--- config.mk ---
export PLATFORM = sky130hd
export DESIGN_NAME = ptw_sv39_walker
export DESIGN_NICKNAME = d
export VERILOG_FILES = /design/src/rtl/mmu_pkg.sv /design/src/rtl/ptw_pte_check.sv /design/src/rtl/ptw_sv39_walker.sv
export SDC_FILE = /design/constraint.sdc
export NUM_CORES = 1
export LEC_CHECK = 0
export ABC_AREA = 0
export CORE_MARGIN = 3
export CORE_UTILIZATION = 44
export DETAILED_ROUTE_END_ITERATION = 12
export GPL_ROUTABILITY_DRIVEN = 0
export PLACE_DENSITY = 0.82
export SLEW_MARGIN = 10
export SYNTH_ARGS = -nofsm -noshare
export SYNTH_HDL_FRONTEND = slang
export SYNTH_SLANG_ARGS = --single-unit
--- constraint.sdc ---
create_clock -name clk_i -period 6.9 [get_ports clk_i]
set_clock_uncertainty 0.2 [all_clocks]
set_input_delay 1.035 -clock clk_i [delete_from_list [all_inputs] [get_ports clk_i]]
set_output_delay 1.035 -clock clk_i [all_outputs]
set_load 0.02 [all_outputs]
--- src/rtl/mmu_pkg.sv ---
// Shared MMU types for the Sv39 page-table walker: walker state, PTE layout
// and the VPN slice selector.
package mmu_pkg;

    localparam int PTW_LEVELS = 3;
    localparam int VPN_SEG_W  = 9;
    localparam int VPN_W      = PTW_LEVELS * VPN_SEG_W;

    typedef enum logic [1:0] {
        PTW_IDLE = 2'd0,
        PTW_REQ  = 2'd1,
        PTW_WAIT = 2'd2,
        PTW_DONE = 2'd3
    } ptw_state_t;

    typedef struct packed {
        logic [9:0]  reserved;
        logic [43:0] ppn;
        logic [1:0]  rsw;
        logic        d;
        logic        a;
        logic        g;
        logic        u;
        logic        x;
        logic        w;
        logic        r;
        logic        v;
    } sv39_pte_t;

    function automatic logic [VPN_SEG_W-1:0] vpn_seg(input logic [VPN_W-1:0] vpn,
                                                     input logic [1:0]       level);
        case (level)
            2'd2:    return vpn[3*VPN_SEG_W-1:2*VPN_SEG_W];
            2'd1:    return vpn[2*VPN_SEG_W-1:VPN_SEG_W];
            default: return vpn[VPN_SEG_W-1:0];
        endcase
    endfunction

endpackage

--- src/rtl/ptw_pte_check.sv ---
// Combinational Sv39 PTE decode: leaf detection, fault detection, next-level PPN.
// Optional PTW_AD_CHECK_EN: leaf with A=0, or store to a leaf with D=0, faults.
module ptw_pte_check
    import mmu_pkg::*;
#(
    parameter int PPN_W = 20
) (
    input  sv39_pte_t        pte,
    input  logic [1:0]       level,
    input  logic             store,
    output logic             leaf,
    output logic             error,
    output logic [PPN_W-1:0] next_ppn
);

    logic invalid;
    logic misaligned;
    logic ad_fault;
    logic unused_pte_bits;

    always_comb begin
        leaf     = pte.r | pte.x;
        // PPN bits beyond the physical address width must be zero
        invalid  = !pte.v || (!pte.r && pte.w) || (pte.ppn[43:PPN_W] != '0);
        case (level)
            2'd2:    misaligned = (pte.ppn[2*VPN_SEG_W-1:0] != '0);
            2'd1:    misaligned = (pte.ppn[VPN_SEG_W-1:0] != '0);
            default: misaligned = 1'b0;
        endcase
`ifdef PTW_AD_CHECK_EN
        ad_fault = !pte.a || (store && !pte.d);
`else
        ad_fault = 1'b0;
`endif
        error    = invalid || (leaf ? (misaligned || ad_fault) : (level == 2'd0));
        next_ppn = pte.ppn[PPN_W-1:0];
    end

    assign unused_pte_bits = ^{pte.reserved, pte.rsw, pte.g, pte.u, pte.a, pte.d, store};

endmodule

--- src/rtl/ptw_sv39_walker.sv ---
// Sv39 hardware page-table walker answering TLB miss requests, plus sfence.vma
// TLB invalidate pulse. A/D checking is enabled by defining PTW_AD_CHECK_EN.
//
// state | meaning
// IDLE  | ready for a TLB miss request
// REQ   | PTE read request presented to memory, held until accepted
// WAIT  | waiting for the PTE; decoded in the cycle it arrives
// DONE  | one-cycle response to the TLB
module ptw_sv39_walker
    import mmu_pkg::*;
#(
    parameter int PA_W  = 32,
    parameter int PTE_W = 64
) (
    input  logic              clk_i,
    input  logic              rst_i,
    input  logic              tlb_req_valid_i,
    input  logic [VPN_W-1:0]  tlb_req_vpn_i,
    input  logic [1:0]        tlb_req_prv_i,
    input  logic              tlb_req_store_i,
    input  logic              tlb_req_fetch_i,
    output logic              tlb_req_ready_o,
    output logic              tlb_resp_valid_o,
    output logic              tlb_resp_error_o,
    output logic [PA_W-13:0]  tlb_resp_pte_ppn_o,
    output logic [1:0]        tlb_resp_pte_rfs_o,
    output logic              tlb_resp_pte_d_o,
    output logic              tlb_resp_pte_a_o,
    output logic              tlb_resp_pte_g_o,
    output logic              tlb_resp_pte_u_o,
    output logic              tlb_resp_pte_x_o,
    output logic              tlb_resp_pte_w_o,
    output logic              tlb_resp_pte_r_o,
    output logic              tlb_resp_pte_v_o,
    output logic [1:0]        tlb_resp_level_o,
    output logic              tlb_invalidate_o,
    input  logic [PA_W-13:0]  csr_satp_ppn_i,
    input  logic              csr_flush_i,
    output logic              mem_req_valid_o,
    output logic [PA_W-1:0]   mem_req_addr_o,
    input  logic              mem_req_ready_i,
    input  logic              mem_resp_valid_i,
    input  logic [PTE_W-1:0]  mem_resp_data_i
);

    localparam int PPN_W = PA_W - 12;

    ptw_state_t       state_q, state_d;
    logic [VPN_W-1:0] vpn_q;
    logic [1:0]       prv_q;
    logic             store_q;
    logic             fetch_q;
    logic [1:0]       level_q;
    logic [PPN_W-1:0] ppn_q;
    logic             restart_q;
    logic             invalidate_q;

    logic             resp_error_q;
    logic [PPN_W-1:0] resp_ppn_q;
    logic [1:0]       resp_rsw_q;
    logic [7:0]       resp_flags_q;
    logic [1:0]       resp_level_q;

    sv39_pte_t        pte;
    logic             chk_leaf;
    logic             chk_error;
    logic [PPN_W-1:0] chk_next_ppn;
    logic             walk_abort;
    logic             unused_req;

    assign pte        = sv39_pte_t'(mem_resp_data_i);
    // a flush seen during this attempt (earlier or right now) discards the PTE
    assign walk_abort = restart_q || csr_flush_i;
    assign unused_req = ^{prv_q, fetch_q};

    ptw_pte_check #(.PPN_W(PPN_W)) u_pte_check (
        .pte      (pte),
        .level    (level_q),
        .store    (store_q),
        .leaf     (chk_leaf),
        .error    (chk_error),
        .next_ppn (chk_next_ppn)
    );

    always_ff @(posedge clk_i or posedge rst_i) begin
        if (rst_i) state_q <= PTW_IDLE;
        else       state_q <= state_d;
    end

    always_comb begin
        state_d = state_q;
        case (state_q)
            PTW_IDLE: if (tlb_req_valid_i) state_d = PTW_REQ;
            PTW_REQ:  if (mem_req_ready_i) state_d = PTW_WAIT;
            PTW_WAIT: begin
                if (mem_resp_valid_i) begin
                    if (walk_abort)                  state_d = PTW_REQ;
                    else if (chk_error || chk_leaf)  state_d = PTW_DONE;
                    else                             state_d = PTW_REQ;
                end
            end
            PTW_DONE: state_d = PTW_IDLE;
            default:  state_d = PTW_IDLE;
        endcase
    end

    always_comb begin
        tlb_req_ready_o  = (state_q == PTW_IDLE);
        mem_req_valid_o  = (state_q == PTW_REQ);
        tlb_resp_valid_o = (state_q == PTW_DONE);
    end

    always_ff @(posedge clk_i or posedge rst_i) begin
        if (rst_i) begin
            vpn_q        <= '0;
            prv_q        <= '0;
            store_q      <= 1'b0;
            fetch_q      <= 1'b0;
            level_q      <= 2'd2;
            ppn_q        <= '0;
            restart_q    <= 1'b0;
            invalidate_q <= 1'b0;
            resp_error_q <= 1'b0;
            resp_ppn_q   <= '0;
            resp_rsw_q   <= '0;
            resp_flags_q <= '0;
            resp_level_q <= '0;
        end else begin
            invalidate_q <= csr_flush_i;
            case (state_q)
                PTW_IDLE: begin
                    if (tlb_req_valid_i) begin
                        vpn_q   <= tlb_req_vpn_i;
                        prv_q   <= tlb_req_prv_i;
                        store_q <= tlb_req_store_i;
                        fetch_q <= tlb_req_fetch_i;
                        level_q <= 2'd2;
                        ppn_q   <= csr_satp_ppn_i;
                    end
                end
                PTW_REQ: begin
                    if (csr_flush_i) restart_q <= 1'b1;
                end
                PTW_WAIT: begin
                    if (mem_resp_valid_i) begin
                        if (walk_abort) begin
                            restart_q <= 1'b0;
                            level_q   <= 2'd2;
                            ppn_q     <= csr_satp_ppn_i;
                        end else if (chk_error || chk_leaf) begin
                            resp_error_q <= chk_error;
                            resp_ppn_q   <= chk_next_ppn;
                            resp_rsw_q   <= pte.rsw;
                            resp_flags_q <= {pte.d, pte.a, pte.g, pte.u,
                                             pte.x, pte.w, pte.r, pte.v};
                            resp_level_q <= level_q;
                        end else begin
                            ppn_q   <= chk_next_ppn;
                            level_q <= level_q - 2'd1;
                        end
                    end else if (csr_flush_i) begin
                        restart_q <= 1'b1;
                    end
                end
                default: ;
            endcase
        end
    end

    assign mem_req_addr_o     = {ppn_q, vpn_seg(vpn_q, level_q), 3'b000};
    assign tlb_invalidate_o   = invalidate_q;
    assign tlb_resp_error_o   = resp_error_q;
    assign tlb_resp_pte_ppn_o = resp_ppn_q;
    assign tlb_resp_pte_rfs_o = resp_rsw_q;
    assign tlb_resp_pte_d_o   = resp_flags_q[7];
    assign tlb_resp_pte_a_o   = resp_flags_q[6];
    assign tlb_resp_pte_g_o   = resp_flags_q[5];
    assign tlb_resp_pte_u_o   = resp_flags_q[4];
    assign tlb_resp_pte_x_o   = resp_flags_q[3];
    assign tlb_resp_pte_w_o   = resp_flags_q[2];
    assign tlb_resp_pte_r_o   = resp_flags_q[1];
    assign tlb_resp_pte_v_o   = resp_flags_q[0];
    assign tlb_resp_level_o   = resp_level_q;

endmodule

# --- Yosys cells after proc, flatten, opt, wreduce, memory -nomap -nowiden ---
# Cells that the tools add are included.
word_totals:
  wordCells: 67
  regBits: 86
  output_inout_bits: 69
  inputBits: 121
op_classes:
  n_eq_ne: 10
  mux: 23
  bitwise_logic: 2
  n_reduce_logical: 20
  n_addsub: 1
ops:
  columns: ["operator", "n"]
  rows:
  - ["20-bit two-way mux", 4]
  - ["20-bit one-hot mux with 2 select lines", 1]
  - ["24-bit nonzero test", 1]
  - ["2-bit two-way mux", 9]
  - ["9-bit one-hot mux with 2 select lines", 1]
  - ["18-bit nonzero test", 1]
  - ["9-bit nonzero test", 1]
  - ["2-bit one-hot mux with 4 select lines", 1]
  - ["4-bit AND reduction", 2]
  - ["2-bit == test, second input constant", 3]
  - ["3-bit inequality test, second input constant", 2]
  - ["1-bit logical OR", 5]
  - ["2-bit by 1-bit == test with 1-bit output, second input constant", 2]
  - ["2-bit zero test", 2]
  - ["1-bit two-way mux", 4]
  - ["2-bit inequality test, second input constant", 2]
  - ["1-bit one-hot mux with 2 select lines", 2]
  - ["2-bit one-hot mux with 2 select lines", 1]
  - ["2-bit AND reduction", 2]
  - ["2-bit nonzero test", 2]
  - ["3-bit AND reduction", 1]
  - ["1-bit zero test", 2]
  - ["2-bit by 1-bit inequality test with 1-bit output, second input constant", 1]
  - ["2-bit by 1-bit subtractor with 2-bit output, second input constant", 1]
  - ["other kinds (3)", 3]

# --- Logic depth before layout (Yosys ltp) ---
# Gate-level depths: netlist (run 1).
depth:
  ltp_word: 10
  ltp_mapped: 7
  ltp_nobuf: 6

# --- Modules after synthesis ---
# Synthesis (run 1) repeated with hierarchy kept, for this count alone.
unflattened:
  hier_cells: 312
  hier_area_um2: 4276.6
by_module_without_submodules:
  columns: ["module", "area_each_um2", "cells_per_inst", "n_inst", "seq_area_each_um2"]
  rows:
  - ["ptw_sv39_walker", 3933.8, 264, 1, 2178.3]
  - ["ptw_pte_check", 342.8, 48, 1, 0.0]

# --- Worst setup path after synthesis (run 1) ---
# No wires, ideal clock.
synth_path:
  path_type: "input -> register"
  startpoint: "in mem_resp_data_i[33]"
  endpoint: "reg ppn_q[0]"
  path_buffers: 1
  slack_ns: 3.816
  setup_ns: 0.123
  t_arrival_ns: 2.761
  stages: 6
  cell_sequence: "or4_1 -> a2111oi_2 -> nand3_2 -> clkbuf_2 -> or4_1 -> o221a_2"
synth_via:
  elab_chain_len: 6
synth_rtl:
  columns: ["item", "line", "rtl"]
  rows:
  - ["start, declared", "ptw_sv39_walker.sv:43", "input logic [PTE_W-1:0] mem_resp_data_i"]
  - ["24-bit nonzero test", "ptw_pte_check.sv:24", "invalid = !pte.v || (!pte.r && pte.w) || (pte.ppn[43:PPN_W] != '0);"]
  - ["1-bit logical OR", "ptw_pte_check.sv:24", null]
  - ["1-bit logical OR", "ptw_pte_check.sv:35", "error = invalid || (leaf ? (misaligned || ad_fault) : (level == 2'd0));"]
  - ["1-bit logical OR", "ptw_sv39_walker.sv:150", "end else if (chk_error || chk_leaf) begin"]
  - ["3-bit inequality test (no line)", null, null]
  - ["4-bit AND reduction (no line)", null, null]
  - ["end signal, assigned", "ptw_sv39_walker.sv:138", "ppn_q <= csr_satp_ppn_i;"]
  - ["end signal, assigned", "ptw_sv39_walker.sv:149", "ppn_q <= csr_satp_ppn_i;"]
  - ["end signal, assigned", "ptw_sv39_walker.sv:158", "ppn_q <= chk_next_ppn;"]
  - ["end, declared", "ptw_sv39_walker.sv:54", "logic [PPN_W-1:0] ppn_q;"]
# Every way passes these cells.
# A chain may end at the register's enable or synchronous reset.

# --- Worst setup path in the final report (run 1) ---
layout_path:
  startpoint: "reg level_q[1]"
  endpoint: "out mem_req_addr_o[11]"
layout_via:
  elab_chain_len: 2
  elab_cells_between_ends: 3
layout_rtl:
  columns: ["item", "line", "rtl"]
  rows:
  - ["start, declared", "ptw_sv39_walker.sv:53", "logic [1:0] level_q;"]
  - ["start signal, assigned", "ptw_sv39_walker.sv:159", "level_q <= level_q - 2'd1;"]
  - ["2-bit by 1-bit == test with 1-bit output / 2-bit == test (equally long branches)", "mmu_pkg.sv:32", "case (level)"]
  - ["9-bit one-hot mux with 2 select lines *", "mmu_pkg.sv:32", null]
  - ["end, declared", "ptw_sv39_walker.sv:40", "output logic [PA_W-1:0] mem_req_addr_o,"]
# Mark *: on every way between the ends. The rest lies on a longest branch, timed or not.

==> run_results.csv, run 1 <==
group,metric,value,unit
layout,nets,589,
layout,drive_gt1_frac,0.219,
worst_setup_path,required,5.66,ns
sta,finalSetupViolations,0,
logic_synthesis,syn_inst,302,
detailed_routing,detailedRoute.firstPassIterationCount,4,
worst_setup_path,worst-path-buf-inv,2,
detailed_routing,initialDrtViolationCount,125,
sta,relSlewSlack,0.296,
cts,insertion_delay,0.34,ns
worst_hold_path,worstHoldStart,"tlb_resp_pte_rfs_o[0]",
sta,min_period,3.89,ns
die,die_x,99.8,µm
logic_synthesis,synth_area,3870,µm²
detailed_routing,route.vias.total,3151,
pwr,p_per_area,399,nW/µm²
logic_synthesis,yosys.cell_count.top_type,"dfrtp_1",
die,die_height,99.8,µm
worst_setup_path,crit_slowest_cell,"ha_1",
placed_design,pre_cts_ws,2.80,ns
worst_setup_path,critical_path_class,"register to output pin",
worst_setup_path,end_kind,"output pin",
logic_synthesis,synth.avg_cell_area,12.8,µm²
sta,max_freq,257,MHz
pwr,p_leak,2.32,nW
cts,cts_tree,"done",
global_route,grt.total_usage,0.211,
die,pin_count,190,
worst_setup_path,crit_fanout,21,
global_route,grt_pass1_wl,16700,µm
logic_synthesis,ys_seq_elements,86,
sta,worst_pin_slew,1.05,ns
global_route,globalRouteOverflowTotal,0,
detailed_routing,drc,0,
global_route,antenna_found_initial,0,
logic_synthesis,yosysWarnings,0,
logic_synthesis,yosysUniqueCellTypes,44,
die,dieArea,9950,µm²
cts,clockBufferDepth,2,
sta,setup-tns-final,0,ns
cts,clk_pin_slew,0.09,ns
logic_synthesis,synth-main-ff-cell,"dfrtp_1",
cts,cts_setup_buffers,0,
layout,area.growth.synth_to_final,50.5,%
sta,finalCritPeriodShare,0.564,
worst_setup_path,slowest_delay,0.75,ns
cts,cts_resized,0,
worst_setup_path,startpoint,"level_q[1]",
logic_synthesis,yosys.area.top_type,"dfrtp_1",
run,maxCapViolations,0,
detailed_routing,finalWirelength,10300,µm
logic_synthesis,ys_async_sr_fraction,1.00,
cts,root_buffer,"clkbuf_8",
logic_synthesis,post-synth-top-area-fraction,0.550,
cts,numCtsBuffers,9,
detailed_routing,wire_per_inst,17.9,µm
status,outcome,"complete, no violations",
pwr,max-vdd-ir-drop,240,µV
placed_design,io_buffer_count,172,
detailed_routing,drt.antenna.violating_nets,0,
global_route,grt_max_degree,87,
sta,worst_slack,3.01,ns
worst_setup_path,cp-start-kind,"register",
cts,cts_hold_buf,0,
logic_synthesis,synth-edff-count,0,
cts,cts_max_level,3,
worst_setup_path,crit_chain,"inv_1, ha_1, nor2_1, a21oi_1, clkdlybuf4s50_1",
worst_setup_path,r2r_start,"state_q[1]",
sta,rsz0062_at_grt,"no",
cts,cts.sinks,86,
placed_design,dp_hpwl,7550,µm
layout,diodes,0,
die,initial_utilization,0.462,
logic_synthesis,synth_area_leaders,"dfrtp_1 (55%), mux2_2 (16%), o221a_2 (5.8%)",
global_route,grt_pass1_vias,3316,
logic_synthesis,ys_top_cells_by_count,"dfrtp_1 (85), mux2_2 (55), or4_1 (23)",
worst_setup_path,critPathArrivalTime,2.65,ns
die,rows,33,
sta,maxSlewViolCount,0,
sta,hold_violations,0,
die,core_area,8380,µm²
worst_hold_path,worstHoldPathType,"register to register",
logic_synthesis,seq_area_frac_synth,0.557,
worst_setup_path,cp_top_family,"adder cells",
detailed_routing,vias_per_cell,5.48,
==> logic make-up after synthesis <==
logic type / synth area share
DFF: 0.557
muxes: 0.166
adders and majority gates: 0.00970
and+or+nand+nor: 0.0983
AOI/OAI and AO/OA: 0.133
other: 0.000969
buffers and inverters: 0.0353
==> power breakdown <==
group          leakage [nW]  switching (W)  internal (W)
clock                0.0816       0.000184      0.000131
combinational          1.21       0.000504      0.000626
sequential             1.03       0.000133      0.000743
==> final timing paths <==
kind	endpoint	slack [ns]	depth (start not counted)
min in group asynchronous	vpn_q[20]	1.15	3
max in group asynchronous	vpn_q[21]	4.69	3
hold / removal	tlb_resp_pte_rfs_o[0]	0.30	1
hold reg to reg	tlb_resp_pte_rfs_o[0]	0.30	1
setup / recovery	mem_req_addr_o[11]	3.01	5
setup reg to reg	tlb_resp_pte_ppn_o[3]	3.90	5
==> state kept, by name (all words and copies together), names as in the netlist <==
signal,count
level_q,2
ppn_q,20
resp_flags_q,8
restart_q,1
state_q,2
tlb_invalidate_o,1
tlb_resp_error_o,1
tlb_resp_level_o,2
tlb_resp_pte_ppn_o,20
tlb_resp_pte_rfs_o,2
vpn_q,27
==> layer usage <==
layer	global-route usage	part of all wire
met1	0.268	0.41
met2	0.352	0.48
met3	0.0591	0.090
met4	0.0651	0.013
met5	0	0
==> placed cells by master (no fill, tap or decap), types with 2 or more instances in the layout <==
| master | instances |
|---|---|
| mux2_1 | 2 |
| nor3_1 | 2 |
| and2_1 | 2 |
| inv_1 | 6 |
| a21oi_1 | 13 |
| nor2_1 | 17 |
| clkinv_2 | 3 |
| o221a_2 | 20 |
| clkdlybuf4s50_1 | 172 |
| nand4_1 | 2 |
| o21ai_0 | 5 |
| nand3_1 | 2 |
| or4_1 | 23 |
| dfrtp_1 | 85 |
| a22oi_1 | 9 |
| ha_1 | 3 |
| clkbuf_8 | 9 |
| mux2_2 | 55 |
| nor4_1 | 2 |
| conb_1 | 3 |
| nand2_1 | 6 |
| clkinvlp_4 | 3 |
==> cell type report <==
type / count / area [µm²]
Sequential cell: 86 / 2150
Timing Repair Buffer: 174 / 1740
Fill cell: 614 / 2560
Clock buffer: 9 / 124
Inverter: 7 / 27.5
Tap cell: 105 / 131
Multi-Input combinational cell: 187 / 1590
Clock inverter: 7 / 50.0
==> per-stage QoR <==
step	utilization	std cells	instance area, µm²	hold slack [ns]	power (W)
2_1_floorplan	-	304	3880	0.281	0.00149
3_3_place_gp	0.672	558	5640	0.269	0.00199
3_5_place_dp	0.672	558	5640	0.283	0.00202
4_1_cts	0.693	574	5810	0.305	0.00234
5_1_grt	0.695	575	5820	0.324	0.00246
6_report	0.695	575	5820	0.297	0.00232
No activity file was read; power rests on OpenSTA's default activity.
==> run 2, diff against run 1 <==
--- a/config.mk
+++ b/config.mk
@@ -7,10 +7,10 @@
 export LEC_CHECK = 0
 export ABC_AREA = 0
 export CORE_MARGIN = 3
-export CORE_UTILIZATION = 44
+export CORE_UTILIZATION = 41
 export DETAILED_ROUTE_END_ITERATION = 12
 export GPL_ROUTABILITY_DRIVEN = 0
-export PLACE_DENSITY = 0.82
+export PLACE_DENSITY = 0.77
 export SLEW_MARGIN = 10
 export SYNTH_ARGS = -nofsm -noshare
 export SYNTH_HDL_FRONTEND = slang
==> constraint.sdc (replaced) <==
create_clock -name clk_i -period 3.8 [get_ports clk_i]
set_clock_uncertainty 0.2 [all_clocks]
set_input_delay 0.57 -clock clk_i [delete_from_list [all_inputs] [get_ports clk_i]]
set_output_delay 0.57 -clock clk_i [all_outputs]
set_load 0.02 [all_outputs]
==> run_results.csv, run 2 (synthesis gave the netlist of run 1 again) <==
group,metric,value,unit
global_route,grt.total_usage,0.198,
sta,max_freq,300,MHz
worst_setup_path,cp_top_family,"adder cells",
detailed_routing,highest_layer,"met4",
cts,cts.sinks,86,
cts,root_buffer,"clkbuf_8",
sta,rsz0062_at_grt,"no",
global_route,globalRouteOverflowTotal,0,
die,die_x,103,µm
cts,cts_tree,"done",
worst_setup_path,required,3.03,ns
cts,cts_resized,0,
worst_setup_path,regToRegSetupSlack,1.16,ns
layout,final_area,5880,µm²
worst_setup_path,crit_slowest_cell,"ha_1",
cts,cts_hold_buf,0,
sta,worst_slack,0.470,ns
die,dieArea,10600,µm²
detailed_routing,detailedRoute.firstPassIterationCount,4,
sta,maxSlewViolCount,0,
layout,nets,593,
worst_hold_path,worstHoldPathType,"register to register",
pwr,p_leak,2.36,nW
sta,relSlewSlack,0.491,
sta,worst_hold_slack,0.293,ns
layout,nFillCells,696,
worst_setup_path,slowest_delay,0.72,ns
layout,area.growth.synth_to_final,51.9,%
die,rows,34,
die,die_height,103,µm
layout,seq_area,2150,µm²
detailed_routing,met3_length,755,µm
layout,final_util,0.658,
sta,worst_pin_slew,0.762,ns
placed_design,placed_area,5690,µm²
die,core_area,8930,µm²
die,pin_count,190,
worst_setup_path,cp-start-kind,"register",
placed_design,io_buffer_count,172,
global_route,grt_max_degree,46,
worst_setup_path,critPathArrivalTime,2.56,ns
worst_setup_path,crit_chain,"inv_1, ha_1, nor2_1, a21oi_1, clkdlybuf4s50_1",
layout,multiInputGateArea,1590,µm²
detailed_routing,drc,0,
global_route,grt_pass1_vias,3314,
detailed_routing,wl_met1,4460,µm
cts,cts_setup_buffers,0,
detailed_routing,wl_met2,5100,µm
worst_setup_path,end_kind,"output pin",
cts,clk_pin_slew,0.08,ns
die,initial_utilization,0.433,
global_route,grt_pass1_wl,16300,µm
placed_design,dp_hpwl,7990,µm
sta,hold_violations,0,
layout,layout_common_cells,"clkdlybuf4s50_1 (172), dfrtp_1 (85), mux2_2 (55)",
cts,cts_max_level,3,
detailed_routing,finalWirelength,10400,µm
detailed_routing,drt.antenna.violating_nets,0,
worst_setup_path,worst-path-buf-inv,2,
cts,clockBufferDepth,2,
sta,finalCritPeriodShare,0.876,
layout,final_common_cell,"clkdlybuf4s50_1",
layout,largest_reg_flops,27,
sta,finalSetupViolations,0,
detailed_routing,vias_per_cell,5.38,
sta,min_period,3.33,ns
cts,numCtsBuffers,9,
pwr,max-vdd-ir-drop,415,µV
worst_setup_path,crit_fanout,21,
layout,drive_gt1_frac,0.224,
placed_design,pre_cts_ws,0.404,ns
worst_setup_path,critical_path_class,"register to output pin",
cts,insertion_delay,0.34,ns
detailed_routing,initialDrtViolationCount,61,
status,outcome,"complete, no violations",
pwr,p_per_area,730,nW/µm²
layout,regMostFlops,"vpn_q",
detailed_routing,route.vias.total,3127,
global_route,antenna_found_initial,0,
run,maxCapViolations,0,
layout,diodes,0,
sta,setup-tns-final,0,ns
detailed_routing,wire_per_inst,17.9,µm
[run 2: cell count changes in the layout (fill, tap and decap cells not counted)]
cell        previous run  this run
clkinvlp_4             3         0
clkinv_2               3         5
buf_12                 0         1
buf_4                  1         5
inv_6                  1         0
bufinv_16              0         1
clkbuf_8               9        10
buf_8                  1         0
clkinv_4               1         0
[run 2: path summary, 6_finish.rpt]
check                                             end  depth (start not counted)                   from
max in group asynchronous                  level_q[1]                          3                  rst_i
min in group asynchronous       tlb_resp_pte_ppn_o[4]                          2                  rst_i
worst max-delay path                mem_req_addr_o[5]                          5             level_q[1]
worst min register to register  tlb_resp_pte_rfs_o[1]                          1  tlb_resp_pte_rfs_o[1]
worst min-delay path            tlb_resp_pte_rfs_o[1]                          1  tlb_resp_pte_rfs_o[1]
worst max register to register              ppn_q[13]                          6             level_q[1]
[run 2: per-layer routing]
layer | vias to the layer above | global-route usage
met1 | 1520 | 0.249
met2 | 122 | 0.337
met3 | 10 | 0.0453
met5 | - | 0
li1 | 1475 | -
met4 | 0 | 0.0618
[run 2: per-stage QoR]
stage	std cells	power [W]
after floorplan	304	0.00270
after global placement	566	0.00364
after detailed placement	566	0.00371
after CTS	581	0.00434
after global routing	581	0.00454
final	581	0.00429
[run 2: report_power, final]
group,switching (W),internal (W)
registers,0.000249,0.00135
clock network,0.000309,0.000314
logic,0.000926,0.00114
total,0.00148,0.00281
[run 2: worst reg2reg max path, stage by stage, from the launching register on]
cell and delay [ns]:
dfstp_2 0.57, inv_1 0.06, ha_1 0.21, a2111oi_4 0.36, nand3_2 0.39, or4_1 0.60, o221a_2 0.14
[run 2: cell type report]
cell class / count / area share
inverter: 7 / 0.00468
sequential: 86 / 0.366
tap: 108 / 0.0230
clock buffer: 10 / 0.0234
clock inverter: 5 / 0.00852
timing repair buffer: 178 / 0.303
multi-input combinational: 187 / 0.271
